**src/rtl/can_tx_frame_fetch.sv**
```systemverilog
// CAN Tx frame fetch: pops one frame word from the Tx FIFO, unpacks it,
// offers it to the bit engine and retries on error up to MAX_RETRY times.
module can_tx_frame_fetch #(
  parameter int DATA_WIDTH = 128,
  parameter int MAX_RETRY  = 8,
  parameter int CNT_WIDTH  = 16
) (
  input  logic                  i_sys_clk,
  input  logic                  i_reset,
  input  logic                  i_enable,
  input  logic                  i_fifo_empty,
  input  logic                  i_fifo_underflow,
  input  logic [DATA_WIDTH-1:0] i_fifo_r_data,
  output logic                  o_fifo_r_en,
  output logic                  o_frame_valid,
  input  logic                  i_tx_ready,
  input  logic                  i_tx_done,
  input  logic                  i_tx_err,
  input  logic                  i_abort,
  output logic [28:0]           o_id,
  output logic                  o_ide,
  output logic                  o_rtr,
  output logic [3:0]            o_dlc,
  output logic [63:0]           o_data,
  output logic                  o_busy,
  output logic                  o_sent,
  output logic                  o_dropped,
  output logic [3:0]            o_retry_cnt,
  output logic [CNT_WIDTH-1:0]  o_sent_count
);

  typedef enum logic [2:0] {
    S_IDLE, S_POP, S_LOAD, S_OFFER, S_WAIT
  } state_t;

  state_t r_state, w_next;
  logic   w_cap, w_drop, w_sent, w_retry_inc;

  logic                 r_fifo_r_en, r_frame_valid, r_busy;
  logic                 r_sent, r_dropped;
  logic [28:0]          r_id;
  logic                 r_ide, r_rtr;
  logic [3:0]           r_dlc, r_retry_cnt;
  logic [63:0]          r_data;
  logic [CNT_WIDTH-1:0] r_sent_count;
  logic [3:0]           w_dlc_raw;
  logic                 w_unused;

  assign w_dlc_raw = i_fifo_r_data[67:64];

  generate
    if (DATA_WIDTH > 99) begin : g_rsvd
      assign w_unused = ^i_fifo_r_data[DATA_WIDTH-1:99];
    end else begin : g_norsvd
      assign w_unused = 1'b0;
    end
  endgenerate

  always_ff @(posedge i_sys_clk or posedge i_reset) begin
    if (i_reset) r_state <= S_IDLE;
    else         r_state <= w_next;
  end

  always_comb begin
    w_next      = r_state;
    w_cap       = 1'b0;
    w_drop      = 1'b0;
    w_sent      = 1'b0;
    w_retry_inc = 1'b0;
    unique case (r_state)
      S_IDLE:
        if (i_enable && !i_fifo_empty) w_next = S_POP;
      S_POP:
        w_next = S_LOAD;
      S_LOAD:
        if (i_fifo_underflow) begin
          w_drop = 1'b1;
          w_next = S_IDLE;
        end else begin
          w_cap  = 1'b1;
          w_next = S_OFFER;
        end
      S_OFFER:
        if (i_abort) begin
          w_drop = 1'b1;
          w_next = S_IDLE;
        end else if (r_frame_valid && i_tx_ready) begin
          w_next = S_WAIT;
        end
      S_WAIT:
        // done outranks both abort and error in the same cycle
        if (i_tx_done) begin
          w_sent = 1'b1;
          w_next = S_IDLE;
        end else if (i_abort) begin
          w_drop = 1'b1;
          w_next = S_IDLE;
        end else if (i_tx_err) begin
          if (r_retry_cnt < 4'(MAX_RETRY)) begin
            w_retry_inc = 1'b1;
            w_next      = S_OFFER;
          end else begin
            w_drop = 1'b1;
            w_next = S_IDLE;
          end
        end
      default:
        w_next = S_IDLE;
    endcase
  end

  // Strobes follow the next state so they line up with the state itself
  always_ff @(posedge i_sys_clk or posedge i_reset) begin
    if (i_reset) begin
      r_fifo_r_en   <= 1'b0;
      r_frame_valid <= 1'b0;
      r_busy        <= 1'b0;
      r_sent        <= 1'b0;
      r_dropped     <= 1'b0;
      r_id          <= '0;
      r_ide         <= 1'b0;
      r_rtr         <= 1'b0;
      r_dlc         <= '0;
      r_data        <= '0;
      r_retry_cnt   <= '0;
      r_sent_count  <= '0;
    end else begin
      r_fifo_r_en   <= (w_next == S_POP);
      r_frame_valid <= (w_next == S_OFFER);
      r_busy        <= (w_next != S_IDLE);
      r_sent        <= w_sent;
      r_dropped     <= w_drop;
      if (w_cap) begin
        r_id        <= i_fifo_r_data[98:70];
        r_ide       <= i_fifo_r_data[69];
        r_rtr       <= i_fifo_r_data[68];
        r_dlc       <= (w_dlc_raw > 4'd8) ? 4'd8 : w_dlc_raw;
        r_data      <= i_fifo_r_data[68] ? 64'd0 : i_fifo_r_data[63:0];
        r_retry_cnt <= '0;
      end else if (w_retry_inc) begin
        r_retry_cnt <= r_retry_cnt + 4'd1;
      end
      if (w_sent) r_sent_count <= r_sent_count + 1'b1;
    end
  end

  assign o_fifo_r_en   = r_fifo_r_en;
  assign o_frame_valid = r_frame_valid;
  assign o_busy        = r_busy;
  assign o_sent        = r_sent;
  assign o_dropped     = r_dropped;
  assign o_id          = r_id;
  assign o_ide         = r_ide;
  assign o_rtr         = r_rtr;
  assign o_dlc         = r_dlc;
  assign o_data        = r_data;
  assign o_retry_cnt   = r_retry_cnt;
  assign o_sent_count  = r_sent_count;

endmodule

```
**config.mk**
```make
export PLATFORM = sky130hd
export DESIGN_NAME = can_tx_frame_fetch
export DESIGN_NICKNAME = d
export VERILOG_FILES = /design/src/rtl/can_tx_frame_fetch.sv
export SDC_FILE = /design/constraint.sdc
export NUM_CORES = 1
export LEC_CHECK = 0
export CAP_MARGIN = 5
export CORE_ASPECT_RATIO = 0.5
export CORE_UTILIZATION = 36
export CTS_CLUSTER_DIAMETER = 40
export DETAILED_ROUTE_END_ITERATION = 7
export GPL_TIMING_DRIVEN = 0
export PLACE_DENSITY = 0.78
export SLEW_MARGIN = 25
export SYNTH_ARGS = -nofsm -noshare
export SYNTH_HDL_FRONTEND = slang
export SYNTH_SLANG_ARGS = --single-unit
```
**constraint.sdc**
```tcl
create_clock -name i_sys_clk -period 4.4 [get_ports i_sys_clk]
set_input_delay 0.88 -clock i_sys_clk [delete_from_list [all_inputs] [get_ports i_sys_clk]]
set_output_delay 0.88 -clock i_sys_clk [all_outputs]
set_load 0.005 [all_outputs]
```
==> flow_summary_export.csv <==
group,metric,value,unit
logic_synthesis,netlist_area,5200,sq um
critical_path,end_kind,"register",
logic_synthesis,ys_types,31,
sta,min_period_over_period,60.7,%
clock_network,clock_latency,0.40,ns
die,die_w,172,um
global_routing,grt_max_degree,66,
layout,antennaDiodeCount,0,
detailed_routing,dr.pass1.iters,5,
die,ioPinCount,261,
clock_network,cts_buffer_depth,2,
die,start_util,37.7,%
logic_synthesis,synth_top_area_share,61.1,%
clock_network,hold_buffers,0,
sta,slew_viol_final,0,
layout,layout_commonest_cell,"nand2_1",
clock_network,clkSlewWorstSetupHoldPaths,0.05,ns
critical_path,crit_arrival,3.00,ns
critical_path,cp.required,4.73,ns
logic_synthesis,syn_nets,676,
clock_network,post_cts_buffers,0,
run_status,status,"complete, no violations",
detailed_routing,vias_per_cell,4.63,
logic_synthesis,synth_top_area_cell,"dfrtp_1",
layout,final_cell_mix,"nand2_1 (245), clkdlybuf4s50_1 (230), dfrtp_1 (127), nand3b_1 (67), clkbuf_1 (24)",
sta,finClkSkew,0.00865,ns
power,power_leakage,3.99,nW
global_routing,track_usage,21.2,%
critical_path,path_max_fanout,10,
logic_synthesis,yosysSeqAreaShare,61.1,%
power,powerDensity,602,nW/um^2
sta,max_freq,375,MHz
global_routing,grt_pass1_wl,24.0,mm
detailed_routing,wl,15.6,mm
die,core-area,13800,sq um
logic_synthesis,synth_area_leaders,"dfrtp_1 (61%), nand2_1 (18%), nand3b_1 (9.7%)",
clock_network,cts_tree,"built",
sta,finalHoldViolCount,0,
detailed_routing,first_iter_violations,204,
sta,holdWs,0.463,ns
global_routing,antenna_found_initial,0,
hold_path,hold_path_class,"register to register",
logic_synthesis,synth-seq-cells,127,
layout,areaGrowthSynthToFinish,60.4,%
die,die-area,15000,sq um
critical_path,cp-start-kind,"input pin",
place,hpwl,11.6,mm
sta,final.min_clock_period,2.67,ns
critical_path,crit_slowest_cell,"nor3_1",
layout,num-nets-final,926,
clock_network,cts-buffers-inserted,17,
global_routing,grt_overflow,0,
clock_network,htreeDepth,4,
critical_path,crit_chain,"clkdlybuf4s50_1, nor3_1, clkbuf_1, buf_2, nand3b_1, nand2_1",
sta,tightestPinTransition,0.751,ns
sta,slew_headroom,49.5,%
clock_network,clk_root_buffer_cell,"clkbuf_16",
logic_synthesis,synth_cells,537,
critical_path,setup.worst_path.class,"input pin to register",
power,power.total,5.03,mW
detailed_routing,vias,4596,
sta,setup_viol,0,
logic_synthesis,avgSynthCellArea,9.69,sq um
die,die_h,87.0,um
place,port-buffer-count,230,
layout,drive_gt1_share,5.75,%
detailed_routing,ant_nets,0,
sta,finalSetupTns,0,ns
run,maxCapViolations,0,
clock_network,cts_sinks,127,
sta,rsz0062_at_grt,"false",
global_routing,first_global_vias,4671,
detailed_routing,wl_per_cell,15.7,um
power,peakVddDrop,282,uV
logic_synthesis,synth_warnings,0,
critical_path,max_stage_delay,0.63,ns
detailed_routing,drcViolationCount,0,
clock_network,post_cts_resized,0,
place,place.gp.congestion,0.787,
die,rows,30,
-- routing by layer --
| metal | track usage, % | vias up | part of all wire, % |
|---|---|---|---|
| met4 | 12.7 | 0 | 4.9 |
| li1 | - | 2212 | - |
| met3 | 4.50 | 52 | 3.4 |
| met1 | 24.5 | 2212 | 41 |
| met2 | 36.5 | 120 | 51 |
| met5 | 0 | - | 0 |
-- sequential cells by signal, indices dropped and copies added, names as in the netlist --
| signal | cells |
|---|---|
| o_data | 64 |
| o_id | 29 |
| o_sent_count | 16 |
| o_dlc | 4 |
| o_retry_cnt | 4 |
| r_state | 3 |
| o_busy | 1 |
| o_dropped | 1 |
| o_fifo_r_en | 1 |
| o_frame_valid | 1 |
| o_ide | 1 |
| o_rtr | 1 |
| o_sent | 1 |
-- cells in the mapped netlist, drive strengths merged --
library cell,number
a211oi,1
a21oi,1
a31oi,1
a41oi,1
and3,1
buf,10
clkbuf,21
dfrtp,127
ha,2
inv,6
mux2i,3
nand2,245
nand2b,1
nand3,6
nand3b,67
nand4,4
nand4bb,1
nor2,10
nor3,4
nor3b,2
nor4,2
o22ai,1
or2,1
or3,2
or4b,1
xnor2,10
xor2,6
-- report_power, final --
group | total (mW) | internal (mW) | switching, mW
logic | 1.81 | 1.04 | 0.763
clock network | 1.35 | 0.844 | 0.506
registers | 1.87 | 1.63 | 0.247
-- stage by stage --
step / util (%) / worst slack, ns / cells / cell area [sq um]
2_1_floorplan: - / 0.136 / 537 / 5200
3_3_place_gp: 56.1 / -1.71 / 959 / 7750
3_5_place_dp: 56.3 / 1.36 / 960 / 7780
4_1_cts: 60.4 / 1.76 / 992 / 8350
5_1_grt: 60.4 / 1.65 / 992 / 8350
6_report: 60.4 / 1.73 / 992 / 8350
-- area by class of cell --
class,count,area [sq um]
Clock buffer,21,450
Clock inverter,11,116
Buffer,31,135
Timing Repair Buffer,231,2330
Fill cell,1180,5470
Inverter,6,30.0
Multi-Input combinational cell,373,1870
Sequential cell,127,3180
Tap cell,192,240
-- worst paths after layout --
path	from	slack (ns)	end	cells after the start
worst max-delay path	i_fifo_underflow	1.73	o_data[9]$_DFFE_PP0P_	6
worst max register to register	r_state[2]$_DFF_PP0_	2.05	o_data[9]$_DFFE_PP0P_	6
worst min-delay path	o_dlc[0]$_DFFE_PP0P_	0.46	o_dlc[0]$_DFFE_PP0P_	2
max in group asynchronous	i_reset	2.79	o_data[49]$_DFFE_PP0P_	3
min in group asynchronous	i_reset	0.92	o_sent_count[13]$_DFFE_PP0P_	2
worst min register to register	o_dlc[0]$_DFFE_PP0P_	0.46	o_dlc[0]$_DFFE_PP0P_	2
-- critical path: cells and delay by family --
| kind | cells | cell delay, ns |
|---|---|---|
| simple gates | 3 | 0.85 |
| buf+inv | 3 | 1.26 |
-- logic make-up after synthesis --
group	share of synthesized area, %
and+or+nand+nor	31.5
DFF	61.1
buffers and inverters	3.03
xor gates and xnor gates	2.69
AOI/OAI and AO/OA	0.649
muxes	0.577
adders and majority gates	0.481
No activity file was read; power rests on OpenSTA's default activity.
==> patch: new RTL, same flow settings <==
The 5 states of `state_t` get a one-hot encoding in 5 bits.
--- a/src/rtl/can_tx_frame_fetch.sv
+++ b/src/rtl/can_tx_frame_fetch.sv
@@ -30,6 +30,6 @@
 );
 
-  typedef enum logic [2:0] {
-    S_IDLE, S_POP, S_LOAD, S_OFFER, S_WAIT
+  typedef enum logic [4:0] {
+    S_IDLE = 5'b00001, S_POP = 5'b00010, S_LOAD = 5'b00100, S_OFFER = 5'b01000, S_WAIT = 5'b10000
   } state_t;
 
Function: same outputs for any inputs over 10 cycles, from zero or initial values and one cycle with i_reset high; not proved beyond that.
==> patch against the unedited design <==
Highest routed layer unchanged. Sequential cell count grew 2. Design area up 3.0%. Sequential power fell by 9%. Synthesized area rose by 4.8%. Synthesized cell count increased by 3.4%. Critical path type unchanged. Power decreased by 16%. Wire length about the same. Critical endpoint is now o_data[29]$_DFFE_PP0N_. Combinational power shrank 34%. Setup slack better by 0.38 ns.
==> patch: results (changes against the unedited design) <==
.. list-table::
   :header-rows: 1

   * - Metric
     - Value
   * - Outcome
     - complete, no violations
   * - Hold endpoint
     - o_data[52]$_DFFE_PP0N_
   * - Synthesized instance count
     - 555 (+3.4%)
   * - Slowest cell on the critical path
     - sky130_fd_sc_hd__clkdlybuf4s50_1
   * - Routed wire length per instance
     - 15.3 um (-2.4%)
   * - Static leakage
     - 4.17 nW (+4.4%)
   * - Final weighted congestion in routability-driven placement
     - 0.848 (+7.8%)
   * - Total GRT Usage
     - 19.9% (-1.3 points)
   * - Slack of the worst reg-to-reg path
     - 2.54 ns (+0.49 ns)
   * - Bufs on Longest Clock Path
     - 2 (unchanged)
   * - Maximum ir drop on the vdd rail
     - 280 uV (-0.93%)
   * - Setup Slack @ Placement
     - 1.77 ns (+0.419 ns)
   * - Critical register-to-register path endpoint
     - o_data[29]$_DFFE_PP0N_
   * - Slew Limit Headroom
     - 64.8% (+15 points)
   * - Initial DRT Pass Iterations
     - 4 (-1)
   * - Total detailed-routing wirelength
     - 15600 um (about the same)
   * - Worst flop-to-flop path startpoint
     - r_state[1]$_DFF_PP0_
   * - Detailed placer's ending HPWL
     - 11400 um (-1.2%)
   * - Beginning of the worst hold path
     - o_data[52]$_DFFE_PP0N_
   * - Max stage delay on crit path
     - 0.45 ns (-0.18 ns)
   * - Count of nets after finishing
     - 944 (+1.9%)
   * - Endpoint arrival time on the critical path
     - 2.57 ns (-0.43 ns)
   * - Vias after detailed routing
     - 4737 (+3.1%)
   * - Synth Net Count
     - 694 (+2.7%)
   * - Total instance count after detailed placement
     - 984 (+2.5%)
## patch: cell count changes after synthesis, moves of 4 or more
cell and delta:
sky130_fd_sc_hd__inv_1 -4, sky130_fd_sc_hd__clkbuf_1 -10, sky130_fd_sc_hd__nor2b_1 +5, sky130_fd_sc_hd__nand2_1 -5, sky130_fd_sc_hd__nand4_1 +4, sky130_fd_sc_hd__and3_1 +4, sky130_fd_sc_hd__buf_4 +7
## patch: area by class of cell
cell class                 instances  area [sq um]
fill                            1241          6020
tap                              198           248
timing repair buffer             231          2330
inverter                           2          15.0
multi-input combinational        393          2050
clock inverter                     5          50.0
sequential                       129          3230
buffer                            31           165
clock buffer                      27           513
## patch: critical path, delay by kind of cell
family | cells | cell delay [ns]
AND/OR/NAND/NOR | 4 | 0.78
buffers and inverters | 3 | 0.91
## patch: where the power goes
group | switching [W] | internal (W) | leakage [nW]
registers | 0.000187 | 0.00151 | 1.77
clock network | 0.000494 | 0.000850 | 0.281
logic | 0.000454 | 0.000750 | 2.12
## patch: routing by layer
| layer | up-vias | part of all wire [%] | wire length [um] | track usage (%) |
|---|---|---|---|---|
| li1 | 2291 | - | - | - |
| met1 | 2319 | 42 | 6580 | 23.8 |
| met2 | 95 | 53 | 8190 | 36.5 |
| met3 | 32 | 2.6 | 413 | 3.40 |
| met4 | 0 | 2.6 | 402 | 7.91 |
| met5 | - | 0 | 0 | 0 |
## patch: kinds of logic after synthesis
family                     synth area share [%]
and+or+nand+nor                            32.4
DFF                                        59.2
buffers and inverters                      3.17
xor gates and xnor gates                   3.03
AOI/OAI and AO/OA                          1.49
adders and majority gates                 0.459
muxes                                     0.207
## patch: worst max path at each step
stage                                   to  slack [ns]                   startpoint
global route         o_data[0]$_DFFE_PP0N_        1.97             i_fifo_underflow
global placement       o_id[3]$_DFFE_PP0N_       -1.77                      i_reset
detailed placement   o_data[0]$_DFFE_PP0N_        1.77             i_fifo_underflow
CTS                        o_sent_count[9]        2.12  o_sent_count[9]$_DFFE_PP0P_
floorplan                 o_busy$_DFF_PP0_        0.08                      i_reset
finish              o_data[29]$_DFFE_PP0N_        2.11             i_fifo_underflow
## patch: through the flow
step           area (sq um)  hold WS, ns
2_1_floorplan          5450        0.463
6_report               8600        0.463
3_5_place_dp           8040        0.455
5_1_grt                8600        0.480
4_1_cts                8600        0.467
3_3_place_gp           8000        0.449
